==> config.mk <==
export PLATFORM = sky130hd
export DESIGN_NAME = maze_run_ctrl
export DESIGN_NICKNAME = d
export VERILOG_FILES = /design/src/rtl/maze_pkg.sv /design/src/rtl/maze_path_check.sv /design/src/rtl/maze_run_ctrl.sv
export SDC_FILE = /design/constraint.sdc
export NUM_CORES = 1
export LEC_CHECK = 0
export BUFFER_PORTS_ARGS = -buffer_cell sky130_fd_sc_hd__buf_2
export CELL_PAD_IN_SITES_DETAIL_PLACEMENT = 2
export CELL_PAD_IN_SITES_GLOBAL_PLACEMENT = 2
export CORE_MARGIN = 2
export CORE_UTILIZATION = 32
export DETAILED_ROUTE_END_ITERATION = 8
export PLACE_DENSITY_LB_ADDON = 0.1
export SLEW_MARGIN = 20
export SYNTH_ARGS = -nofsm -noshare
export SYNTH_HDL_FRONTEND = slang
export SYNTH_SLANG_ARGS = --single-unit
==> constraint.sdc <==
create_clock -name clk -period 2.5 [get_ports clk]
set_input_delay 0.375 -clock clk [delete_from_list [all_inputs] [get_ports clk]]
set_output_delay 0.375 -clock clk [all_outputs]
set_load 0.05 [all_outputs]
==> src/rtl/maze_pkg.sv <==
// Shared types and default sizing for the maze run sequencer.
package maze_pkg;

    typedef enum logic [2:0] {
        IDLE,
        LOAD,
        RSTS,
        SOLVE,
        CHECK,
        DUMP
    } state_t;

    localparam int DEF_SIZE    = 15;
    localparam int DEF_TIMEOUT = 20000;

endpackage

==> src/rtl/maze_path_check.sv <==
// Combinational legality check of a solver path against the loaded maze.
module maze_path_check
    import maze_pkg::*;
#(
    parameter int SIZE = DEF_SIZE
) (
    input  logic [SIZE*SIZE-1:0] maze,
    input  logic [SIZE*SIZE-1:0] path,
    output logic                 path_wrong,
    output logic                 start_ok,
    output logic                 end_ok
);

    // A legal path never crosses a wall and exactly fills the openings of the edge rows.
    assign path_wrong = |(path & maze);
    assign start_ok   = (path[0 +: SIZE] == ~maze[0 +: SIZE]);
    assign end_ok     = (path[(SIZE-1)*SIZE +: SIZE] == ~maze[(SIZE-1)*SIZE +: SIZE]);

endmodule

==> src/rtl/maze_run_ctrl.sv <==
// Run sequencer: loads a maze, resets and times the solver, checks the path and streams it out.
module maze_run_ctrl
    import maze_pkg::*;
#(
    parameter int SIZE       = DEF_SIZE,
    parameter int N          = $clog2(SIZE),
    parameter int TIMEOUT    = DEF_TIMEOUT,
    parameter int CW         = 32,
    parameter int RST_CYCLES = 2
) (
    input  logic                 clk,
    input  logic                 rst_n,
    input  logic                 start,
    input  logic                 row_valid,
    output logic                 row_ready,
    input  logic [SIZE-1:0]      row_data,
    output logic [SIZE*SIZE-1:0] maze_flat,
    output logic                 solver_rst,
    input  logic                 solver_done,
    input  logic [SIZE*SIZE-1:0] path_flat,
    output logic                 out_valid,
    input  logic                 out_ready,
    output logic [SIZE-1:0]      out_data,
    output logic                 out_last,
    output logic                 busy,
    output logic                 run_done,
    output logic                 timeout,
    output logic                 path_wrong,
    output logic                 start_ok,
    output logic                 end_ok,
    output logic [CW-1:0]        solve_cycles
);

    localparam int            RW   = $clog2(RST_CYCLES + 1);
    localparam logic [N-1:0]  LAST = N'(SIZE - 1);

    state_t                 state;
    logic [N-1:0]           idx;
    logic [CW-1:0]          cnt;
    logic [RW-1:0]          rcnt;
    logic [SIZE*SIZE-1:0]   path_snap;
    logic                   chk_wrong;
    logic                   chk_start;
    logic                   chk_end;

    maze_path_check #(.SIZE(SIZE)) u_check (
        .maze       (maze_flat),
        .path       (path_flat),
        .path_wrong (chk_wrong),
        .start_ok   (chk_start),
        .end_ok     (chk_end)
    );

    // Handshake and status outputs are pure decodes of the state register.
    assign busy       = (state != IDLE);
    assign row_ready  = (state == LOAD);
    assign solver_rst = (state == IDLE) || (state == LOAD) || (state == RSTS);
    assign out_valid  = (state == DUMP);
    assign out_data   = out_valid ? path_snap[idx*SIZE +: SIZE] : '0;
    assign out_last   = out_valid && (idx == LAST);

    always_ff @(posedge clk or negedge rst_n) begin
        if (!rst_n) begin
            state        <= IDLE;
            idx          <= '0;
            cnt          <= '0;
            rcnt         <= '0;
            maze_flat    <= '1;
            path_snap    <= '0;
            timeout      <= 1'b0;
            path_wrong   <= 1'b0;
            start_ok     <= 1'b0;
            end_ok       <= 1'b0;
            solve_cycles <= '0;
            run_done     <= 1'b0;
        end else begin
            run_done <= 1'b0;
            case (state)
                IDLE: begin
                    if (start) begin
                        timeout      <= 1'b0;
                        path_wrong   <= 1'b0;
                        start_ok     <= 1'b0;
                        end_ok       <= 1'b0;
                        solve_cycles <= '0;
                        idx          <= '0;
                        state        <= LOAD;
                    end
                end
                LOAD: begin
                    if (row_valid) begin
                        maze_flat[idx*SIZE +: SIZE] <= row_data;
                        if (idx == LAST) begin
                            rcnt  <= '0;
                            cnt   <= '0;
                            state <= RSTS;
                        end else begin
                            idx <= idx + 1'b1;
                        end
                    end
                end
                RSTS: begin
                    if (rcnt == RW'(RST_CYCLES - 1)) begin
                        cnt   <= CW'(1);
                        state <= SOLVE;
                    end else begin
                        rcnt <= rcnt + 1'b1;
                    end
                end
                SOLVE: begin
                    // A done arriving on the timeout cycle still counts as a solve.
                    if (solver_done) begin
                        solve_cycles <= cnt;
                        state        <= CHECK;
                    end else if (cnt == CW'(TIMEOUT)) begin
                        timeout      <= 1'b1;
                        solve_cycles <= CW'(TIMEOUT);
                        state        <= CHECK;
                    end else if (cnt != '1) begin
                        cnt <= cnt + 1'b1;
                    end
                end
                CHECK: begin
                    path_snap  <= path_flat;
                    path_wrong <= chk_wrong;
                    start_ok   <= chk_start;
                    end_ok     <= chk_end;
                    idx        <= '0;
                    state      <= DUMP;
                end
                DUMP: begin
                    if (out_ready) begin
                        if (idx == LAST) begin
                            run_done <= 1'b1;
                            state    <= IDLE;
                        end else begin
                            idx <= idx + 1'b1;
                        end
                    end
                end
                default: state <= IDLE;
            endcase
        end
    end

endmodule

; Yosys cells after proc, flatten, opt, wreduce, memory -nomap -nowiden
; Cells that the tools add are included.
[totals]
ff_bits = 528
wordCells = 106
out_inout_bits = 282
inputBits = 246
[classes]
n_mux = 41
reduce_logical = 19
n_addsub = 4
shift = 3
eq_ne = 23
bitwise_logic = 3
multipliers = 1
[ops]
columns = cell, n
row1 = $mux 32, 9
row2 = $and 225x225->225, 1
row3 = $bwmux 225, 1
row4 = $reduce_or 225->1, 1
row5 = $shift 15x34->225 const A, 1
row6 = $shiftx 15x34->225, 1
row7 = $shiftx 225x9->15, 1
row8 = $pmux 32 s3, 1
row9 = $pmux 32 s2, 1
row10 = $neg 8->34, 1
row11 = $add 32x1->32 const B, 1
row12 = $eq 32x15->1 const B, 1
row13 = $ne 32x32->1 const B, 1
row14 = $eq 15x15->1, 2
row15 = $not 15->15, 2
row16 = $mux 3, 8
row17 = $pmux 3 s6, 1
row18 = $mux 4, 4
row19 = $pmux 4 s4, 1
row20 = $mux 15, 1
row21 = $ne 2x2->1 const B, 7
row22 = $reduce_and 7->1, 2
row23 = $reduce_and 4->1, 3
row24 = $mul 4x4->8 const B, 1
row25 = other kinds (21), 41

; Logic depth before layout (Yosys ltp)
[logic_depth]
ltp_word = 5
depth_mapped = 12
ltp_nobuf = 8

; Modules after synthesis
; Synthesis repeated with hierarchy kept, for this count alone.
[hier_totals]
hier_cells = 2086
area_unflattened_um2 = 24674.9
[by_module_without_submodules]
columns = module, area_each_um2, cells_per_inst, instances, seq_area_each_um2
row1 = maze_run_ctrl, 23204.8, 1917, 1, 13494.2
row2 = maze_path_check, 1470.2, 169, 1, 0.0

; Least setup slack after synthesis
; No wires, ideal clock.
[synth_path]
path_kind = register to output
start = register idx[0]
end = output port out_data[0]
slack_ps = -197
n_path_buf = 2
required_ps = 2125
arrival_time_ps = 2322
path_stages_with_launch = 6
cell_sequence = dfrtp_1 buf_2 buf_2 mux4_2 mux4_2 and2_1
[synth_between]
elab_chain_cells = 3
[synth_rtl]
columns = item, line
row1 = start: declaration, maze_run_ctrl.sv:38  ; logic [N-1:0] idx;
row2 = start signal: assignment, maze_run_ctrl.sv:98  ; idx <= idx + 1'b1;
row3 = start signal: assignment, maze_run_ctrl.sv:137  ; idx <= idx + 1'b1;
row4 = $mul 4x4->8, maze_run_ctrl.sv:59  ; assign out_data = out_valid ? path_snap[idx*SIZE +: SIZE] : '0;
row5 = $shiftx 225x9->15, maze_run_ctrl.sv:59
row6 = $mux 15, maze_run_ctrl.sv:59
row7 = end: declaration, maze_run_ctrl.sv:23  ; output logic [SIZE-1:0] out_data,
; No other way between the ends.

; Worst setup path in the final report
[layout_path]
start = register idx[1]
end = output port out_data[0]
; The elaborated chain is that of the path after synthesis.

==> impl_metrics.toml <==
[placement]
port_buffers = 527
dp.cells = 3556
pre_cts_ws_ns = -0.338
gp_congestion = 0.932
hpwl_um = 108000

[layout]
final-seq-area_sq_um = 13500
n_fill_cell = 7604
final_cells = 3775
drive_gt1_share_pct = 58.1
syn2layout_area_growth_pct = 41.3
nets = 3024
multiInputGateArea_sq_um = 11300

[global_routing]
grt_pass1_vias = 22900
antenna_found_initial = 14
grt_pass1_wl_um = 188000
grtUsageTotal_pct = 34.7
grt_max_degree = 75
gr-total-overflow = 0

[cts]
cts_buffer_depth = 3
root_buffer = "clkbuf_16"
clk_latency_ns = 0.65
cts.sinks = 528
cts-htree-levels = 2
cts_tree = "done"
cts_buffers = 60
path_clk_slew_ns = 0.06

[job]
cap_violations = 0

[status]
violations = "setup timing"
status = "complete, but fails checks"

[detailed_routing]
dr.max_layer_used = "met5"
wl_met2_um = 68100
wl_per_cell_um = 38.0
drt_wl_total_um = 144000
dr.pass1.iters = 5
final_antenna_net_count = 0
viasPerCell = 5.87
drc = 0
wl_met3_um = 8430
wl_met1_um = 59300
num_vias = 22200
drt_first_iter_violations = 1959

[critical_path]
crit_arrival_ns = 2.84
rr_startpoint = "idx[1]$_DFFE_PN0P_"
critPathLaunch = "idx[1]$_DFFE_PN0P_"
required_ns = 2.12
crit_type = "reg2out"
worstSetupEndpointType = "primary output"
path_max_fanout = 7
cp-start-kind = "register"

[logic_synthesis]
syn_nets = 2308
synth_area_leaders = "dfrtp_1 (31%), dfstp_2 (24%), mux2_2 (11%), mux4_2 (5.5%), o21ai_0 (5.4%)"
synth_cells = 2023
netlist_area_sq_um = 24400
netlist-cell-type-count = 65
synth-edff-count = 0
yosysTopAreaCellShare_pct = 31.1
ys_seq_area_share_pct = 55.4
synth_flop_cell = "dfrtp_1"
yosysWarningCount = 0
synth.most_common_cell = "dfrtp_1"
async_flop_share_pct = 100
synth_top_area_cell = "dfrtp_1"
avgSynthCellArea_sq_um = 12.0
netlist_top_cells_count = "dfrtp_1 (303), nand2_1 (294), o21ai_0 (261)"
ys_ff_latch = 528

[sta]
fin_ws_ns = -0.716
min_period_ns = 3.22
worstMarginPinSlew_ns = 0.861
fmax_mhz = 311
finalCritPeriodShare_pct = 129
hold_viol_final = 0
skew_ns = 0.0431
slew_violations = 0
setup_viol = 170
rsz0062_at_grt = "true"
slew_headroom_pct = 42.6

[min_path]
min-delay-start = "path_flat[139]"
hold_class = "in2reg"

[floorplanning]
dieWidth_um = 280
die_area_sq_um = 78300
initial_core_util_pct = 32.2
ios = 528
rows = 101
core_sq_um = 75700
die-height_um = 280

[power]
power.density_nw_per_um2 = 1530
p_leak_nw = 15.2
finalPower_w = 0.0528
peakVddDrop_uv = 769
==> metrics by stage <==
step | util (%) | hold slack, ns | cell area (sq um) | setup TNS (ns)
global placement | 39.0 | 0.332 | 29500 | -5.86
global route | 45.4 | 0.00524 | 34400 | -30.10
finish | 45.5 | 0.0136 | 34400 | -17.22
floorplan | - | 0.0794 | 24400 | -0.0217
CTS | 43.1 | 0.000249 | 32600 | -9.85
detailed placement | 39.0 | 0.336 | 29500 | -10.45
==> what timing repair did <==
item                       in CTS  in global routing
hold buffers                   29                  0
hold endpoints to repair       55                  0
setup buffers                  17                 16
setup endpoints to repair     120                201
pin swaps                      16                 35
cloned                         13                 31
gates resized for setup       121                429
==> worst max-delay path: stages, from the launching register on <==
cell and delay, ns:
dfrtp_2 0.58, buf_12 0.21, mux2i_1 0.42, o21ai_0 0.15, mux4_2 0.52, and2_4 0.17, buf_12 0.14
==> cell families after synthesis <==
logic type	Yosys count	synth area share [%]
fa+ha+maj	39	2.00
compound gates	463	12.2
buf+inv	170	3.12
simple gates	499	9.65
xor+xnor	4	0.144
mux	320	17.5
flops	528	55.4
==> report_power, final <==
group	switching, W	internal, W	leakage (nW)
clock network	0.00381	0.00500	0.926
registers	0.00506	0.0131	6.15
logic	0.0159	0.00990	8.08
total	0.0247	0.0280	15.2
==> worst paths after layout <==
kind	cells past startpoint	slack, ns	endpoint
max	6	-0.72	out_data[0]
min	2	0.01	path_snap[139]$_DFFE_PN0P_
max reg2reg	12	-0.16	cnt[0]$_DFFE_PN0P_
min reg2reg	2	0.48	maze_flat[159]$_DFFE_PN1P_
max in group asynchronous	4	1.33	maze_flat[130]$_DFFE_PN1P_
min in group asynchronous	2	0.29	path_snap[213]$_DFFE_PN0P_
==> area by class of cell <==
type	instances	area share, %
Clock inverter	14	0.389
Sequential cell	528	39.2
Multi-Input combinational cell	1325	32.8
Tap cell	978	3.56
Inverter	45	0.498
Antenna cell	7	0.0509
Timing Repair Buffer	779	18.3
Clock buffer	99	5.14
==> registers in the layout (all words and copies together) (netlist names) <==
register,cells
maze_flat,225
path_snap,225
cnt,32
solve_cycles,32
idx,4
state,3
rcnt,2
end_ok,1
path_wrong,1
run_done,1
start_ok,1
timeout,1
==> metal layers <==
layer,vias up,global-route usage [%]
li1,8922,-
met1,11900,45.8
met2,1024,57.8
met3,290,4.56
met4,8,13.7
met5,-,0
==> layout by cell type (no fill, tap or decap), drive strengths merged, types with 13 or more instances in the layout <==
| cell type | Yosys | routed |
|---|---|---|
| a21oi | 13 | 13 |
| a221oi | 28 | 28 |
| a22o | 54 | 54 |
| a22oi | 43 | 43 |
| and2 | 25 | 25 |
| and3 | 15 | 15 |
| buf | 57 | 728 |
| clkbuf | 68 | 120 |
| dfrtp | 303 | 303 |
| dfstp | 225 | 225 |
| dlygate4sd3 | 0 | 29 |
| ha | 39 | 39 |
| inv | 45 | 46 |
| mux2 | 242 | 242 |
| mux2i | 18 | 18 |
| mux4 | 60 | 60 |
| nand2 | 294 | 294 |
| nand3 | 40 | 40 |
| nand4 | 43 | 43 |
| nor2 | 31 | 31 |
| nor4 | 15 | 15 |
| o21ai | 264 | 264 |
| o31ai | 19 | 19 |
No activity file was read; power rests on OpenSTA's default activity.
